$ cat src/rtl/rect_draw_engine.sv
// Rectangle rasteriser: one pixel per clock into the VGA adapter write port.
// Define RECT_OUTLINE_EN to add the outline-only drawing mode.
`timescale 1ns/1ps
module rect_draw_engine #(
    parameter int X_W      = 8,
    parameter int Y_W      = 7,
    parameter int COLOUR_W = 3,
    parameter int SIZE_W   = 6,
    parameter int SCREEN_W = 160,
    parameter int SCREEN_H = 120
) (
    input  logic                clock,
    input  logic                resetn,
    input  logic                start,
    input  logic [X_W-1:0]      x_in,
    input  logic [Y_W-1:0]      y_in,
    input  logic [SIZE_W-1:0]   w_in,
    input  logic [SIZE_W-1:0]   h_in,
    input  logic [COLOUR_W-1:0] colour_in,
`ifdef RECT_OUTLINE_EN
    input  logic                outline,
`endif
    output logic                busy,
    output logic                done,
    output logic [X_W-1:0]      x_out,
    output logic [Y_W-1:0]      y_out,
    output logic [COLOUR_W-1:0] colour_out,
    output logic                plot
);

    localparam logic [1:0] IDLE = 2'd0;
    localparam logic [1:0] DRAW = 2'd1;
    localparam logic [1:0] DONE = 2'd2;

    localparam logic [X_W:0] SCR_W = (X_W+1)'(SCREEN_W);
    localparam logic [Y_W:0] SCR_H = (Y_W+1)'(SCREEN_H);

    logic [1:0]          state_q, state_d;
    logic [X_W-1:0]      x0_q, x0_d;
    logic [Y_W-1:0]      y0_q, y0_d;
    logic [SIZE_W-1:0]   w_q, w_d;
    logic [SIZE_W-1:0]   h_q, h_d;
    logic [SIZE_W-1:0]   cx_q, cx_d;
    logic [SIZE_W-1:0]   cy_q, cy_d;
    logic [COLOUR_W-1:0] col_q, col_d;
    logic                ol_q, ol_d;

    logic [X_W:0]        sum_x;
    logic [Y_W:0]        sum_y;
    logic [SIZE_W-1:0]   w_last;
    logic [SIZE_W-1:0]   h_last;
    logic                last_x;
    logic                last_y;
    logic                skip;
    logic                drawing;

    assign w_last  = w_q - 1'b1;
    assign h_last  = h_q - 1'b1;
    assign last_x  = (cx_q == w_last);
    assign last_y  = (cy_q == h_last);
    assign drawing = (state_q == DRAW);

    // Interior outline rows jump from the left edge straight to the right edge.
    assign skip = ol_q && (cx_q == '0) && (cy_q != '0) && !last_y;

    assign sum_x = (X_W+1)'(x0_q) + (X_W+1)'(cx_q);
    assign sum_y = (Y_W+1)'(y0_q) + (Y_W+1)'(cy_q);

    assign busy       = (state_q != IDLE);
    assign done       = (state_q == DONE);
    assign colour_out = col_q;
    assign x_out      = drawing ? sum_x[X_W-1:0] : '0;
    assign y_out      = drawing ? sum_y[Y_W-1:0] : '0;
    assign plot       = drawing && (sum_x < SCR_W) && (sum_y < SCR_H);

    always_comb begin
        state_d = state_q;
        x0_d    = x0_q;
        y0_d    = y0_q;
        w_d     = w_q;
        h_d     = h_q;
        cx_d    = cx_q;
        cy_d    = cy_q;
        col_d   = col_q;
        ol_d    = ol_q;
        case (state_q)
            IDLE: begin
                if (start) begin
                    x0_d  = x_in;
                    y0_d  = y_in;
                    w_d   = w_in;
                    h_d   = h_in;
                    col_d = colour_in;
`ifdef RECT_OUTLINE_EN
                    ol_d  = outline;
`else
                    ol_d  = 1'b0;
`endif
                    cx_d  = '0;
                    cy_d  = '0;
                    if (w_in == '0 || h_in == '0)
                        state_d = DONE;
                    else
                        state_d = DRAW;
                end
            end
            DRAW: begin
                if (last_x) begin
                    cx_d = '0;
                    if (last_y)
                        state_d = DONE;
                    else
                        cy_d = cy_q + 1'b1;
                end else if (skip) begin
                    cx_d = w_last;
                end else begin
                    cx_d = cx_q + 1'b1;
                end
            end
            DONE:    state_d = IDLE;
            default: state_d = IDLE;
        endcase
    end

    always_ff @(posedge clock) begin
        if (!resetn) begin
            state_q <= IDLE;
            x0_q    <= '0;
            y0_q    <= '0;
            w_q     <= '0;
            h_q     <= '0;
            cx_q    <= '0;
            cy_q    <= '0;
            col_q   <= '0;
            ol_q    <= 1'b0;
        end else begin
            state_q <= state_d;
            x0_q    <= x0_d;
            y0_q    <= y0_d;
            w_q     <= w_d;
            h_q     <= h_d;
            cx_q    <= cx_d;
            cy_q    <= cy_d;
            col_q   <= col_d;
            ol_q    <= ol_d;
        end
    end

endmodule
$ cat config.mk
export PLATFORM = sky130hd
export DESIGN_NAME = rect_draw_engine
export DESIGN_NICKNAME = d
export VERILOG_FILES = /design/src/rtl/rect_draw_engine.sv
export SDC_FILE = /design/constraint.sdc
export NUM_CORES = 1
export LEC_CHECK = 0
export BUFFER_PORTS_ARGS = -buffer_cell sky130_fd_sc_hd__buf_2
export CAP_MARGIN = 20
export CORE_MARGIN = 3
export CORE_UTILIZATION = 40
export DETAILED_ROUTE_END_ITERATION = 7
export PLACE_DENSITY = 0.73
export RECOVER_POWER = 50
export SLEW_MARGIN = 30
export SYNTH_ARGS = -nofsm -noshare
export SYNTH_HDL_FRONTEND = slang
export SYNTH_SLANG_ARGS = --single-unit
$ cat constraint.sdc
create_clock -name clock -period 3.45 [get_ports clock]
set_input_delay 0.69 -clock clock [delete_from_list [all_inputs] [get_ports clock]]
set_output_delay 0.69 -clock clock [all_outputs]
set_load 0.02 [all_outputs]
; ---- After elaboration in Yosys (flattened, before gate mapping)
; Cells that the tools add are included.
[classes]
addsub = 6
magnitude_cmp = 2
n_eq_ne = 8
mux = 13
n_reduce_logical = 12
[op_table]
columns = op, n
row1 = 6-bit two-way mux, 4
row2 = 6-bit one-hot mux with 2 select lines, 2
row3 = "6-bit by 1-bit adder with 6-bit output, second input constant", 2
row4 = 6-bit equality test, 2
row5 = 6-bit zero test, 2
row6 = "6-bit by 1-bit subtractor with 6-bit output, second input constant", 2
row7 = 8-bit by 6-bit adder with 9-bit output, 1
row8 = "9-bit by 8-bit < comparator with 1-bit output, second input constant", 1
row9 = 7-bit by 6-bit adder with 8-bit output, 1
row10 = "8-bit by 7-bit < comparator with 1-bit output, second input constant", 1
row11 = 2-bit two-way mux, 4
row12 = 8-bit two-way mux, 1
row13 = "2-bit inequality test, second input constant", 4
row14 = 7-bit two-way mux, 1
row15 = 2-bit one-hot mux with 2 select lines, 1
row16 = 2-bit AND reduction, 2
row17 = 4-bit AND reduction, 1
row18 = 2-bit nonzero test, 2
row19 = 3-bit AND reduction, 1
row20 = "2-bit by 1-bit equality test with 1-bit output, second input constant", 1
row21 = "2-bit equality test, second input constant", 1
row22 = 1-bit logical AND, 2
row23 = 2-bit zero test, 1
row24 = 1-bit logical OR, 1
[word_totals]
ff_bits = 44

; ---- Depth between registers and ports, before layout
; Gate-level depths: netlist of run 1.
[depth]
word_depth = 5
mapped_depth = 9
ltp_nobuf = 9

; ---- Worst setup path before layout of run 1
; OpenSTA, ideal clock, no wires.
[synth_timing]
path_kind = reg-to-output
startpoint = reg cx_q[0]
endpoint = out plot
arrival_time_ps = 2498
path_slack_ps = 262
stages_incl_launch_ff = 9
path_buffers = 0
cell_sequence = dfxtp_1 ha_1 fa_1 a21o_1 a21o_1 a21o_1 a311oi_1 o21ai_0 a211oi_1
[synth_via]
elab_chain_cells = 4
[synth_lines]
columns = element, line_no
row1 = "start, declared", 43  ; logic [SIZE_W-1:0] cx_q, cx_d;
row2 = "start signal, assigned", 132  ; cx_q <= '0;
row3 = "start signal, assigned", 142  ; cx_q <= cx_d;
row4 = 8-bit by 6-bit adder with 9-bit output, 66  ; assign sum_x = (X_W+1)'(x0_q) + (X_W+1)'(cx_q);
row5 = 9-bit by 8-bit < comparator with 1-bit output, 74  ; assign plot = drawing && (sum_x < SCR_W) && (sum_y < SCR_H);
row6 = 1-bit logical AND (2 in a row), 74
row7 = "end, declared", 28  ; output logic plot
; No other way between the ends.

; ---- Final worst setup path of run 1
; Ends and elaborated chain as after synthesis.

==> results.sh, run 1 <==
export IMPL_drc_errors=0
export IMPL_rsz0062_at_grt="false"
export IMPL_wl_microns=7000
export IMPL_finalInstanceArea_sq_um=3250
export IMPL_yosys_warnings=0
export IMPL_grt_max_degree=37
export IMPL_hold_start="colour_out[1]"
export IMPL_syn_area_per_cell_sq_um=7.59
export IMPL_synth_area_sq_um=2820
export IMPL_rr_startpoint="w_q[2]"
export IMPL_port_buffer_count=53
export IMPL_syn_to_final_growth_pct=15.5
export IMPL_fmax_mhz=306
export IMPL_cp_top_family="compound AO/OA/AOI/OAI gates"
export IMPL_synth_top_cell_area_share_pct=31.3
export IMPL_async_reset_ff_share_pct=0
export IMPL_initial_core_util_pct=42.9
export IMPL_synth_area_top_cells="dfxtp_1, nand2_1, a21oi_1"
export IMPL_syn_num_nets=422
export IMPL_cts_made_buffers=5
export IMPL_cts_htree_levels=2
export IMPL_tns_ns=0
export IMPL_final_cell_mix="nand2_1, buf_2, a21oi_1"
export IMPL_root_buffer="clkbuf_8"
export IMPL_path_buf_inv=1
export IMPL_final_common_cell="nand2_1"
export IMPL_clkTransAtPathRegs_ns=0.08
export IMPL_critPathSlowestCell="dfxtp_2"
export IMPL_nets=471
export IMPL_cp_cell_sequence="ha_1 -> fa_2 -> a21o_1 -> a21o_1 -> a21o_1 -> a311oi_2 -> o21ai_1 -> a211oi_1 -> buf_2"
export IMPL_vias_per_cell=5.40
export IMPL_clk_path_buf_depth=2
export IMPL_route_detailed_wl_per_inst_microns=13.6
export IMPL_gp_congestion=0.840
export IMPL_yosys_area_top_type="dfxtp_1"
export IMPL_cp_data_arrival_time_ns=2.58
export IMPL_power_density_nw_per_um2=358
export IMPL_core_area_sq_um=6570
export IMPL_finalHoldViolCount=0
export IMPL_row_count=29
export IMPL_synth_flop_cell="dfxtp_1"
export IMPL_crit_start="cx_q[0]"
export IMPL_crit_path_max_fanout=7
export IMPL_drive_above_1_share_pct=17.1
export IMPL_worst_slack_ns=0.184
export IMPL_ant_nets=0
export IMPL_post_route_period_util_pct=94.7
export IMPL_io_pins=54
export IMPL_grt_pass1_vias=2506
export IMPL_slew_headroom_pct=42.6
export IMPL_ys_types=50
export IMPL_critPathMaxStageDelay_ns=0.36
export IMPL_grt_pass1_wl_microns=12000
export IMPL_nFillCells=649
export IMPL_finClkSkew_ns=0.00601
export IMPL_critical_path_most_common_cell="a21o_1"
export IMPL_die_area_sq_um=8080
export IMPL_clkLatencyLatePin_ns=0.30
export IMPL_dieWidth_microns=89.9
export IMPL_pre_cts_ws_ns=0.303
export IMPL_firstDrtPassIters=4
export IMPL_syn_inst=371
export IMPL_drt_iter0_drc=107
export IMPL_synth_seq_area_share_pct=31.3
export IMPL_vias=2768
export IMPL_cts_sinks=44
export IMPL_tightestPinTransition_ns=0.862
export IMPL_antenna_found_initial=0
export IMPL_p_leak_nw=1.40
export IMPL_die_h_microns=89.9
export IMPL_status="complete, no violations"
export IMPL_cts_tree="yes"
export IMPL_slew_viol_final=0
export IMPL_track_usage_pct=17.8
export IMPL_grt_overflow_total=0
export IMPL_hp_class="flop to flop"
export IMPL_path_class="flop to primary output"
export IMPL_end_kind="primary output"
export IMPL_place_hpwl_microns=5260
export IMPL_max_cap_violations=0
export IMPL_worst_setup_path_start_kind="flop"
export IMPL_peakVddDrop_uv=171
export IMPL_place_area_sq_um=3160
export IMPL_antenna_cells=0
export IMPL_finalSetupViolCount=0
export IMPL_cp_required_ns=2.76
export IMPL_fin_crit_ns=3.27
export IMPL_synth_seq_cells=44
export IMPL_synth_edf_count=0
area by class of cell:
type | count | area [sq um] | area share (%)
multi-input cells | 294 | 1820 | 55.8
flip-flops and latches | 44 | 883 | 27.2
repair buffers | 58 | 293 | 9.00
well taps | 93 | 116 | 3.58
clock buffers | 5 | 68.8 | 2.12
inverters | 17 | 63.8 | 1.96
clock inverters | 2 | 12.5 | 0.385
Yosys cell counts, types with 7 or more instances:
cell / number
a21o_1: 7
a21oi_1: 43
clkbuf_1: 15
dfxtp_1: 44
ha_1: 16
inv_1: 15
nand2_1: 79
nand3_1: 15
nor2_1: 21
nor3_1: 12
o21ai_1: 9
xnor2_1: 12
xor2_1: 7
final timing paths:
path | endpoint | slack [ns] | cells after the start
hold / removal | colour_out[1] | 0.46 | 2
hold reg to reg | colour_out[1] | 0.46 | 2
setup / recovery | plot | 0.18 | 9
setup reg to reg | cy_q[4] | 0.94 | 6
flip-flops by register name (all words and copies together) (netlist names):
name,flops
colour_out,3
cx_q,6
cy_q,6
h_q,6
state_q,2
w_q,6
x0_q,8
y0_q,7
stage by stage:
| stage | power, mW | util (%) | instances | hold slack [ns] |
|---|---|---|---|---|
| floorplan | 0.772 | - | 371 | 0.441 |
| global placement | 0.852 | 48.1 | 505 | 0.440 |
| detailed placement | 0.858 | 48.1 | 505 | 0.448 |
| CTS | 1.17 | 49.5 | 512 | 0.460 |
| global route | 1.24 | 49.5 | 513 | 0.475 |
| finish | 1.16 | 49.5 | 513 | 0.459 |
tightest hold or removal path, cell delays in order (launching register included):
cell	delay (ns)
dfxtp_1	0.32
nand2_1	0.05
a21oi_1	0.05
kinds of logic (layout without fill, tap and decap cells):
family                     after synthesis  count (layout)  share of synthesized area (%)
DFF                                     44              44                           31.3
adders and majority gates               18              18                           8.53
and+or+nand+nor                        160             160                           27.1
buffers and inverters                   33              82                           4.66
AOI/OAI and AO/OA                       96              96                           22.2
muxes                                    1               1                          0.355
xor gates and xnor gates                19              19                           5.91
layer usage:
metal	part of all wire, %	GRT usage, %	wire length [microns]
met1	47	24.2	3290
met2	47	28.1	3260
met3	5.0	4.26	352
met4	1.3	5.10	91
met5	0	0	0
timing repair:
| action | CTS | global route |
|---|---|---|
| setup buffers | 0 | 1 |
| hold buffers | 0 | 0 |
| endpoints found under the hold margin | 0 | 0 |
| resized for setup | 2 | 4 |
| pin swaps | 0 | 2 |
| setup endpoints to repair | 1 | 1 |
power by group:
group          total (mW)  switching (mW)  internal [mW]
Combinational       0.279           0.175          0.104
Sequential          0.571          0.0327          0.538
Clock               0.314           0.177          0.137
Note: power is estimated with default switching activity, not from simulation.
==> inputs of run 2 (changes only) <==
- PLACE_DENSITY: 0.73 -> 0.62
- clock period: 3.45 -> 3.1 ns (I/O delays scaled with it)
==> run 2 against run 1 <==
  * Clock skew grew 0.0025 ns
  * Non-clock buffer count grew 11
  * Largest power group unchanged
  * First-iteration DRC count grew 49%
  * Critical endpoint unchanged
==> results.sh, run 2 (synthesis gave the netlist of run 1 again) <==
export IMPL_syn_to_final_growth_pct=21.2
export IMPL_drt_iter0_drc=159
export IMPL_multi_input_area_sq_um=1850
export IMPL_cts_made_buffers=5
export IMPL_pwr_share_seq_pct=44.6
export IMPL_tightestPinTransition_ns=0.924
export IMPL_cts_tree="yes"
export IMPL_route_detailed_wl_per_inst_microns=14.1
export IMPL_crit_path_max_fanout=2
export IMPL_grt_pass1_vias=2651
export IMPL_worst_slack_ns=0.0287
export IMPL_cp_required_ns=2.48
export IMPL_fin_util_pct=52.0
export IMPL_fmax_mhz=326
export IMPL_post_route_period_util_pct=99.1
export IMPL_dp_cells=511
export IMPL_seqCellArea_sq_um=890
export IMPL_cts_htree_levels=2
export IMPL_end_kind="primary output"
export IMPL_timing_rr_end="cy_q[4]"
export IMPL_port_buffer_count=53
export IMPL_power_density_nw_per_um2=414
export IMPL_regMostFlops="x0_q"
export IMPL_min_to="colour_out[1]"
export IMPL_clkPwrFrac_pct=32.2
export IMPL_p_leak_nw=1.49
export IMPL_slew_headroom_pct=38.4
export IMPL_pwr_share_comb_pct=23.2
export IMPL_internal_power_mw=0.962
export IMPL_gp_congestion=0.872
export IMPL_dieWidth_microns=89.9
export IMPL_nets=482
export IMPL_grt_overflow_total=0
export IMPL_grtUsageMet2_pct=31.2
export IMPL_layoutNonFillerInstCount=525
export IMPL_tns_ns=0
export IMPL_finalHoldViolCount=0
export IMPL_root_buffer="clkbuf_8"
export IMPL_io_pins=54
export IMPL_largest_register_ffs=8
export IMPL_die_area_sq_um=8080
export IMPL_fin_crit_ns=3.07
export IMPL_clk_path_buf_depth=2
export IMPL_clkLatencyLatePin_ns=0.30
export IMPL_pre_cts_ws_ns=0.0901
export IMPL_wl_microns=7400
export IMPL_antenna_cells=0
export IMPL_ant_nets=0
export IMPL_switchingPower_mw=0.451
export IMPL_holdPathStages=2
export IMPL_grt_met3_usage_pct=3.17
export IMPL_top_regs="x0_q: 8 flops, y0_q: 7 flops"
export IMPL_path_class="flop to primary output"
export IMPL_hold_ws_ns=0.461
export IMPL_vias=2786
export IMPL_worst_setup_path_start_kind="flop"
export IMPL_max_cap_violations=0
export IMPL_grt_max_degree=22
export IMPL_grt_busiest_layer="met2"
export IMPL_drc_errors=0
export IMPL_place_area_sq_um=3210
export IMPL_p_sw_share_pct=31.9
export IMPL_finalSetupViolCount=0
export IMPL_vias_per_cell=5.31
export IMPL_final_cell_mix="nand2_1, buf_2, a21oi_1"
export IMPL_ff2ff_setup_slack_ns=0.58
export IMPL_row_count=29
export IMPL_clkTransAtPathRegs_ns=0.09
export IMPL_slew_viol_final=0
export IMPL_rsz0062_at_grt="true"
export IMPL_core_area_sq_um=6570
export IMPL_peakVddDrop_uv=263
export IMPL_track_usage_pct=18.8
export IMPL_rr_worst_depth=6
export IMPL_cts_sinks=44
export IMPL_total_power_mw=1.41
export IMPL_status="complete, no violations"
export IMPL_firstDrtPassIters=4
export IMPL_final_common_cell="nand2_1"
export IMPL_die_h_microns=89.9
export IMPL_finalInstanceArea_sq_um=3410
export IMPL_grt_util_met1_pct=25.8
export IMPL_finClkSkew_ns=0.00852
export IMPL_hold_start="colour_out[1]"
export IMPL_initial_core_util_pct=42.9
export IMPL_drive_above_1_share_pct=21.1
export IMPL_cp_data_arrival_time_ns=2.45
export IMPL_rr_startpoint="w_q[2]"
export IMPL_antenna_found_initial=0
export IMPL_nFillCells=665
export IMPL_place_hpwl_microns=5520
export IMPL_cts_hold_buf=0
export IMPL_grt_pass1_wl_microns=12700
export IMPL_hp_class="flop to flop"
==> run 2: cell count changes in the layout (fill, tap and decap cells not counted), sizes merged <==
cell / delta
buf: +10
clkbuf: +1
bufinv: +1
clkinvlp: -1
clkinv: +1
==> run 2: worst max-delay path by stage <==
| stage | cells after the start | slack [ns] | to | from |
|---|---|---|---|---|
| after floorplan | 8 | 0.14 | plot | cx_q[0] |
| after global placement | 9 | 0.11 | plot | x0_q[0] |
| after detailed placement | 9 | 0.09 | plot | x0_q[0] |
| after CTS | 9 | 0.01 | plot | x0_q[0] |
| after global routing | 9 | -0.08 | plot | x0_q[0] |
| final | 9 | 0.03 | plot | x0_q[0] |
==> run 2: area by class of cell <==
class	instances	share of cell area (%)
Clock inverter	3	1.39
Tap cell	93	3.41
Timing Repair Buffer	69	11.0
Multi-Input combinational cell	294	54.2
Clock buffer	5	2.02
Inverter	17	1.87
Sequential cell	44	26.1
==> run 2: routing by layer <==
layer  vias up  wire length (microns)
li1       1421                      -
met1      1306                   3660
met2        55                   3380
met3         4                    304
met4         0                     56
met5         -                      0
==> run 2: repair_timing <==
| item | 4_1_cts | 5_1_grt |
|---|---|---|
| buffers inserted | 5 | 1 |
| resized for setup | 11 | 6 |
| pin swaps | 6 | 3 |
| endpoints found under the setup margin | 1 | 1 |
==> run 2: power groups by stage <==
stage               Clock, mW  Sequential (mW)  Combinational [mW]
finish                  0.455            0.631               0.327
global route            0.488            0.636               0.369
CTS                     0.467            0.630               0.328
detailed placement          0            0.644               0.322
global placement            0            0.643               0.317
floorplan                   0            0.637               0.223
==> run 2: worst max-delay path: stages (launching register included) <==
cell and delay, ns:
dfxtp_1 0.32, ha_2 0.20, fa_2 0.35, a21o_1 0.18, a21o_1 0.17, a21o_1 0.18, a311oi_2 0.29, o21ai_1 0.13
a211oi_2 0.18, buf_4 0.17
